[src/rtl/expr_pkg.sv]
// rtl/expr_pkg.sv - token/state types, precedence and ALU helpers for the expression evaluator
package expr_pkg;

  typedef enum logic [2:0] {
    TOK_NUM  = 3'd0,
    TOK_ADD  = 3'd1,
    TOK_SUB  = 3'd2,
    TOK_MUL  = 3'd3,
    TOK_LPAR = 3'd4,
    TOK_RPAR = 3'd5,
    TOK_END  = 3'd6
  } tok_t;

  // Operator-stack entries reuse the token encoding (ADD/SUB/MUL/LPAR).
  localparam int OP_W    = 3;
  localparam int NUM_MAX = 63;

  typedef enum logic [2:0] {
    ST_ACCEPT,
    ST_REDUCE_OP,
    ST_REDUCE_PAR,
    ST_REDUCE_END,
    ST_DONE,
    ST_DRAIN
  } state_t;

  function automatic logic [1:0] prec(input logic [2:0] op);
    case (op)
      TOK_MUL:          prec = 2'd2;
      TOK_ADD, TOK_SUB: prec = 2'd1;
      default:          prec = 2'd0;
    endcase
  endfunction

  // Low 32 bits of a product are identical for signed and unsigned operands.
  function automatic logic [31:0] alu(input logic [31:0] second, input logic [2:0] op,
                                      input logic [31:0] top);
    case (op)
      TOK_ADD: alu = second + top;
      TOK_SUB: alu = second - top;
      TOK_MUL: alu = second * top;
      default: alu = 32'd0;
    endcase
  endfunction

endpackage

[src/rtl/op_stack.sv]
// rtl/op_stack.sv - small LIFO holding pending operators and open parentheses
module op_stack #(
  parameter int DEPTH = 16,
  parameter int W     = 3
) (
  input  logic         clk,
  input  logic         rst,
  input  logic         push,
  input  logic         pop,
  input  logic         flush,
  input  logic [W-1:0] din,
  output logic [W-1:0] top,
  output logic         empty,
  output logic         full
);

  localparam int AW = $clog2(DEPTH);

  logic [W-1:0]  mem [DEPTH];
  logic [AW:0]   cnt;
  logic [AW-1:0] top_idx;

  assign top_idx = cnt[AW-1:0] - 1'b1;
  assign top     = mem[top_idx];
  assign empty   = (cnt == '0);
  assign full    = (cnt == (AW+1)'(DEPTH));

  always_ff @(posedge clk or posedge rst) begin
    if (rst) begin
      cnt <= '0;
    end else if (flush) begin
      cnt <= '0;
    end else if (push && !full) begin
      cnt <= cnt + 1'b1;
    end else if (pop && !empty) begin
      cnt <= cnt - 1'b1;
    end
  end

  always_ff @(posedge clk) begin
    if (push && !full && !flush) begin
      mem[cnt[AW-1:0]] <= din;
    end
  end

endmodule

[src/rtl/expr_eval_ctrl.sv]
// rtl/expr_eval_ctrl.sv - shunting-yard evaluation controller driving the number stack
module expr_eval_ctrl #(
  parameter int OP_DEPTH = 16,
  parameter int NUM_MAX  = expr_pkg::NUM_MAX
) (
  input  logic        clk,
  input  logic        rst,
  input  logic        tok_valid,
  output logic        tok_ready,
  input  logic [2:0]  tok_type,
  input  logic [31:0] tok_data,
  output logic        ns_push,
  output logic        ns_pop2,
  output logic        ns_flush,
  output logic [31:0] ns_wdata,
  input  logic [31:0] ns_top,
  input  logic [31:0] ns_second,
  input  logic        ns_empty,
  output logic        res_valid,
  output logic [31:0] res_data,
  output logic        res_err
);

  import expr_pkg::*;

  localparam int               CNT_W   = $clog2(NUM_MAX + 1);
  localparam logic [CNT_W-1:0] CNT_MAX = CNT_W'(NUM_MAX);

  state_t           state, state_nxt;
  logic [CNT_W-1:0] num_cnt;
  logic [OP_W-1:0]  op_top;
  logic             op_empty, op_full, op_push, op_pop, op_flush;
  logic             is_op, hold_op, can_reduce, top_is_lpar, end_ok;
  logic             reduce_want, do_reduce;

  op_stack #(.DEPTH(OP_DEPTH), .W(OP_W)) u_op_stack (
    .clk   (clk),
    .rst   (rst),
    .push  (op_push),
    .pop   (op_pop),
    .flush (op_flush),
    .din   (tok_type),
    .top   (op_top),
    .empty (op_empty),
    .full  (op_full)
  );

  assign is_op       = (tok_type == TOK_ADD) || (tok_type == TOK_SUB) || (tok_type == TOK_MUL);
  // LPAR has precedence 0, so it never satisfies the hold condition for a real operator.
  assign hold_op     = !op_empty && (prec(op_top) >= prec(tok_type));
  assign can_reduce  = (num_cnt >= CNT_W'(2)) && !ns_empty;
  assign top_is_lpar = !op_empty && (op_top == TOK_LPAR);
  assign end_ok      = op_empty && (num_cnt == CNT_W'(1));

  always_comb begin
    reduce_want = 1'b0;
    case (state)
      ST_REDUCE_OP:                 reduce_want = hold_op;
      ST_REDUCE_PAR, ST_REDUCE_END: reduce_want = !op_empty && !top_is_lpar;
      default:                      reduce_want = 1'b0;
    endcase
  end

  assign do_reduce = reduce_want && can_reduce;

  always_ff @(posedge clk or posedge rst) begin
    if (rst) state <= ST_ACCEPT;
    else     state <= state_nxt;
  end

  always_comb begin
    state_nxt = state;
    case (state)
      ST_ACCEPT: begin
        if (tok_valid) begin
          case (tok_type)
            TOK_NUM:                   if (num_cnt == CNT_MAX) state_nxt = ST_DRAIN;
            TOK_ADD, TOK_SUB, TOK_MUL: begin
              if (hold_op)      state_nxt = ST_REDUCE_OP;
              else if (op_full) state_nxt = ST_DRAIN;
            end
            TOK_LPAR:                  if (op_full) state_nxt = ST_DRAIN;
            TOK_RPAR:                  state_nxt = ST_REDUCE_PAR;
            TOK_END:                   state_nxt = ST_REDUCE_END;
            default:                   state_nxt = ST_DRAIN;
          endcase
        end
      end
      ST_REDUCE_OP: begin
        if (!hold_op)         state_nxt = ST_ACCEPT;
        else if (!can_reduce) state_nxt = ST_DRAIN;
      end
      ST_REDUCE_PAR: begin
        if (op_empty)         state_nxt = ST_DRAIN;
        else if (top_is_lpar) state_nxt = ST_ACCEPT;
        else if (!can_reduce) state_nxt = ST_DRAIN;
      end
      // END is already consumed here, so any failure reports directly instead of draining.
      ST_REDUCE_END: if (!do_reduce) state_nxt = ST_DONE;
      ST_DONE:       state_nxt = ST_ACCEPT;
      ST_DRAIN:      if (tok_valid && (tok_type == TOK_END)) state_nxt = ST_DONE;
      default:       state_nxt = ST_ACCEPT;
    endcase
  end

  always_comb begin
    tok_ready = 1'b0;
    ns_push   = 1'b0;
    ns_pop2   = 1'b0;
    ns_flush  = 1'b0;
    ns_wdata  = 32'd0;
    op_push   = 1'b0;
    op_pop    = 1'b0;
    op_flush  = 1'b0;
    case (state)
      ST_ACCEPT: begin
        tok_ready = !(is_op && hold_op);
        if (tok_valid) begin
          if (tok_type == TOK_NUM && num_cnt != CNT_MAX) begin
            ns_push  = 1'b1;
            ns_wdata = tok_data;
          end
          if ((is_op && !hold_op && !op_full) || (tok_type == TOK_LPAR && !op_full)) begin
            op_push = 1'b1;
          end
        end
      end
      ST_REDUCE_OP, ST_REDUCE_PAR, ST_REDUCE_END: begin
        if (do_reduce) begin
          ns_push  = 1'b1;
          ns_pop2  = 1'b1;
          ns_wdata = alu(ns_second, op_top, ns_top);
          op_pop   = 1'b1;
        end
        if (state == ST_REDUCE_PAR && top_is_lpar) op_pop = 1'b1;
      end
      ST_DONE: begin
        ns_flush = 1'b1;
        op_flush = 1'b1;
      end
      ST_DRAIN: tok_ready = 1'b1;
      default: ;
    endcase
  end

  always_ff @(posedge clk or posedge rst) begin
    if (rst) begin
      num_cnt <= '0;
    end else if (state == ST_DONE) begin
      num_cnt <= '0;
    end else if (ns_push && ns_pop2) begin
      num_cnt <= num_cnt - 1'b1;
    end else if (ns_push) begin
      num_cnt <= num_cnt + 1'b1;
    end
  end

  // Result is captured on entry to DONE so res_valid lines up with ns_flush.
  always_ff @(posedge clk or posedge rst) begin
    if (rst) begin
      res_valid <= 1'b0;
      res_err   <= 1'b0;
      res_data  <= 32'd0;
    end else if (state_nxt == ST_DONE && state != ST_DONE) begin
      res_valid <= 1'b1;
      res_err   <= !(state == ST_REDUCE_END && end_ok);
      res_data  <= (state == ST_REDUCE_END && end_ok) ? ns_top : 32'd0;
    end else begin
      res_valid <= 1'b0;
      res_err   <= 1'b0;
      res_data  <= 32'd0;
    end
  end

endmodule

[config.mk]
export PLATFORM = sky130hd
export DESIGN_NAME = expr_eval_ctrl
export DESIGN_NICKNAME = d
export VERILOG_FILES = /design/src/rtl/expr_pkg.sv /design/src/rtl/op_stack.sv /design/src/rtl/expr_eval_ctrl.sv
export SDC_FILE = /design/constraint.sdc
export NUM_CORES = 2
export LEC_CHECK = 0
export CAP_MARGIN = 10
export CORE_ASPECT_RATIO = 1.2
export CORE_MARGIN = 2
export CORE_UTILIZATION = 45
export DETAILED_ROUTE_END_ITERATION = 16
export RECOVER_POWER = 50
export SYNTH_ARGS = -nofsm -noshare
export SYNTH_HDL_FRONTEND = slang
export SYNTH_SLANG_ARGS = --single-unit
[constraint.sdc]
create_clock -name clk -period 48.6 [get_ports clk]
set_input_delay 14.58 -clock clk [delete_from_list [all_inputs] [get_ports clk]]
set_output_delay 14.58 -clock clk [all_outputs]
set_load 0.02 [all_outputs]
==> results by group <==
CTS
  – CTS Sinks: 96
  – CTS Buf Count: 9
  – CTS clk-pin slew, worst paths: around 0.070 ns
  – CTS tree: built
  – # hold bufs at CTS: 0
  – Post-cts resize count: 0
  – CTS Buffer Depth: 2
  – Clk Latency, worst-skew pair: between 0.3 and 0.4 ns
  – Post-CTS Setup Bufs: 0
  – H-tree depth: 3
  – Root Driver: clkbuf_16

Detailed routing
  – Drt wl/cell: 22.3 microns
  – Pre-Repair DR Iteration Count: 5
  – DR iter-0 viols: ~1.1k
  – Drt total wl: 71,500 microns
  – DRC viols: 0
  – Post-DR vias/cell: ~5.5
  – Vias: 17.7k
  – ANT nets after route: 0

Floorplanning
  – Die H: 250 microns
  – Die ar.: 0.0523 sq mm
  – Initial Util: 0.453
  – Ports: 173
  – Core Footprint: about 0.05 sq mm
  – Core Rows: 90
  – Die Wd: about 210 microns

Worst setup path
  – Most used cell, CP: fa_1
  – Delay-heaviest family, CP: adder cells
  – Critical path capture point type: output port
  – CP Max Fanout: 34
  – Worst Path Buf+Inv: 8
  – Critical path startpoint category: input port
  – Critical path required time: 34.02 ns
  – Crit path max-delay cell type: clkbuf_1
  – Arr. time, crit path: 24.26 ns
  – Slowest stage delay, CP: around 1.7 ns
  – Setup CP Type: input port to output port

Layout
  – Final nets: around 3.2k
  – FF+latch area: about 0.0026 sq mm
  – Filler instances: 4,866
  – Share of cells above drive strength 1: 0.0273
  – Area delta synth->final: 11.1%
  – Area of the multi-input gates: around 0.018 sq mm
  – Fin cells: 3,206

Synthesis
  – Post-synthesis instance area: approximately 0.023 sq mm
  – Avg Inst Size Synth: just over 9 sq um
  – Ys Warns: 0
  – Primary FF master, synth: edfxtp_1
  – Top cell type by total area after synthesis: fa_1
  – Cells after synthesis: between 2k and 2.5k
  – Post-synthesis sequential area ratio: 0.116
  – Area contributors post-synth: fa_1, and2_1, ha_1
  – Share of the synthesized area in the top cell type: 0.362
  – Post-synth EDFFs: 48
  – Async SR Flop Fraction: 0.500
  – Post-synth cell types: 74
  – Synthesized net count: ~3.1k
  – Yosys reg bits: 96

Global route
  – Wire length of the first global-routing pass: between 100,000 and 150,000 microns
  – Total Routing Usage GR: 0.282
  – Largest net degree at the start of global routing: 49
  – Vias in the first global route: between 15k and 20k
  – Initial antenna violation count: 2
  – Congestion Overflow GR: 0

Run
  – MaxCap Viol Count: 14

STA
  – Minimum clock period: about 39 ns
  – Slew headroom: -0.703
  – Max Clock Freq: around 26 MHz
  – Clock skew: roughly 0.0096 ns
  – Unrepaired setup endpoints after global routing: false
  – Final Hold Fails: 0
  – Slew of the pin with the lowest slew margin: 2.55 ns
  – Final Max Slew Viols: roughly 440
  – Final Cycle Share: 0.799
  – Setup WS post-layout: ~10 ns
  – Setup TNS: 0 ns
  – Setup violations, final: 0

Hold path
  – Min-delay worst type: register to register

Placement
  – Pre-CTS setup slack: 10.88 ns
  – Hpwl dp: about 53,000 microns
  – Port buffer count: 172
  – GPL Wtd Cong: slightly above 0.9
  – Placed Cells: roughly 3.2k

Status
  – Run status: finished, violations left
  – Failing checks: max-capacitance violations, max-slew violations
[logic make-up (layout without fill, tap and decap cells)]
| logic type | after synthesis | in the layout | share of synthesized area |
|---|---|---|---|
| other cells | 0 | 1 | 0 |
| fa+ha+maj | 579 | 579 | 0.455 |
| simple gates | 813 | 813 | 0.183 |
| flops | 96 | 96 | 0.116 |
| buf+inv | 542 | 636 | 0.0904 |
| xor+xnor | 149 | 149 | 0.0581 |
| mux | 17 | 17 | 0.0161 |
| compound gates | 271 | 271 | 0.0807 |
[stage by stage]
step	area, sq um	utilization	hold WS (ns)
after floorplan	22700	-	0.466
after global placement	25000	0.499	0.492
after detailed placement	25000	0.499	0.490
after CTS	25300	0.505	0.502
after global routing	25200	0.503	0.524
final	25200	0.503	0.503
[registers in the layout, summed over array words and instances, names as in the netlist]
register,flops
num_cnt,6
res_data,32
res_err,1
res_valid,1
state,3
u_op_stack.cnt,5
u_op_stack.mem,48
[placed cells by master (no fill, tap or decap), types with 16 or more instances in the layout]
cell type and instances:
nor2_1 63, dfrtp_1 48, clkdlybuf4s50_1 145, clkbuf_1 19
and2_1 344, ha_1 169, dlygate4sd3_1 23, nor3_1 22
a21oi_1 54, buf_4 21, edfxtp_1 48, inv_1 407
o21ai_0 57, xor2_1 57, fa_1 410, a21o_1 28
xnor2_1 91, o21a_1 17, a22oi_1 16, nand2_1 301
[cell type report]
| class | count | area share |
|---|---|---|
| Tap cell | 644 | 0.0319 |
| Clock buffer | 10 | 0.00992 |
| Antenna cell | 1 | 0.0000992 |
| Sequential cell | 96 | 0.105 |
| Inverter | 409 | 0.0609 |
| Multi-Input combinational cell | 1829 | 0.714 |
| Clock inverter | 6 | 0.00179 |
| Timing Repair Buffer | 211 | 0.0764 |
[synth_stat cells, types with 4 or more instances]
master    number
fa_1         410
o41ai_1        6
a21boi_0       5
o22ai_1        6
or4_1          5
nor3b_1        4
dfrtp_1       48
o221ai_1      10
a211o_1        4
xor2_1        57
nand3_1       11
xnor2_1       91
nand4_1        8
nor3_1        23
nor2_1        64
a31oi_1        5
o21bai_1       6
or2_2          5
nor4_1        10
a21oi_1       54
or3_1          8
a22oi_1       16
and3_1         4
o21ai_0       57
nor2b_1        7
a21o_1        28
nand2b_1      11
and2_1       344
a211oi_1       5
o21a_1        17
edfxtp_1      48
o211ai_1       7
o31ai_1       11
inv_1        407
clkbuf_1     127
nand2_1      301
ha_1         169
mux4_2        14
[metal layers]
layer	vias to the layer above	track usage	routed length, microns
met1	9043	0.364	29000
li1	7854	-	-
met4	2	0.116	3360
met3	172	0.0350	4560
met2	672	0.480	34600
met5	-	0	17
[final timing paths]
check | start | endpoint | slack [ns] | cells after the start
max | ns_top[4] | ns_wdata[29] | 9.76 | 25
min | u_op_stack.cnt[4] | u_op_stack.cnt[4] | 0.50 | 1
max reg2reg | u_op_stack.cnt[0] | u_op_stack.cnt[4] | 41.52 | 19
min reg2reg | u_op_stack.cnt[4] | u_op_stack.cnt[4] | 0.50 | 1
max in group asynchronous | rst | u_op_stack.cnt[3] | 32.22 | 2
min in group asynchronous | rst | res_data[27] | 15.29 | 2
Power is not shown: default switching activity piles up to over one toggle a cycle in this logic, so the estimate is an artifact.
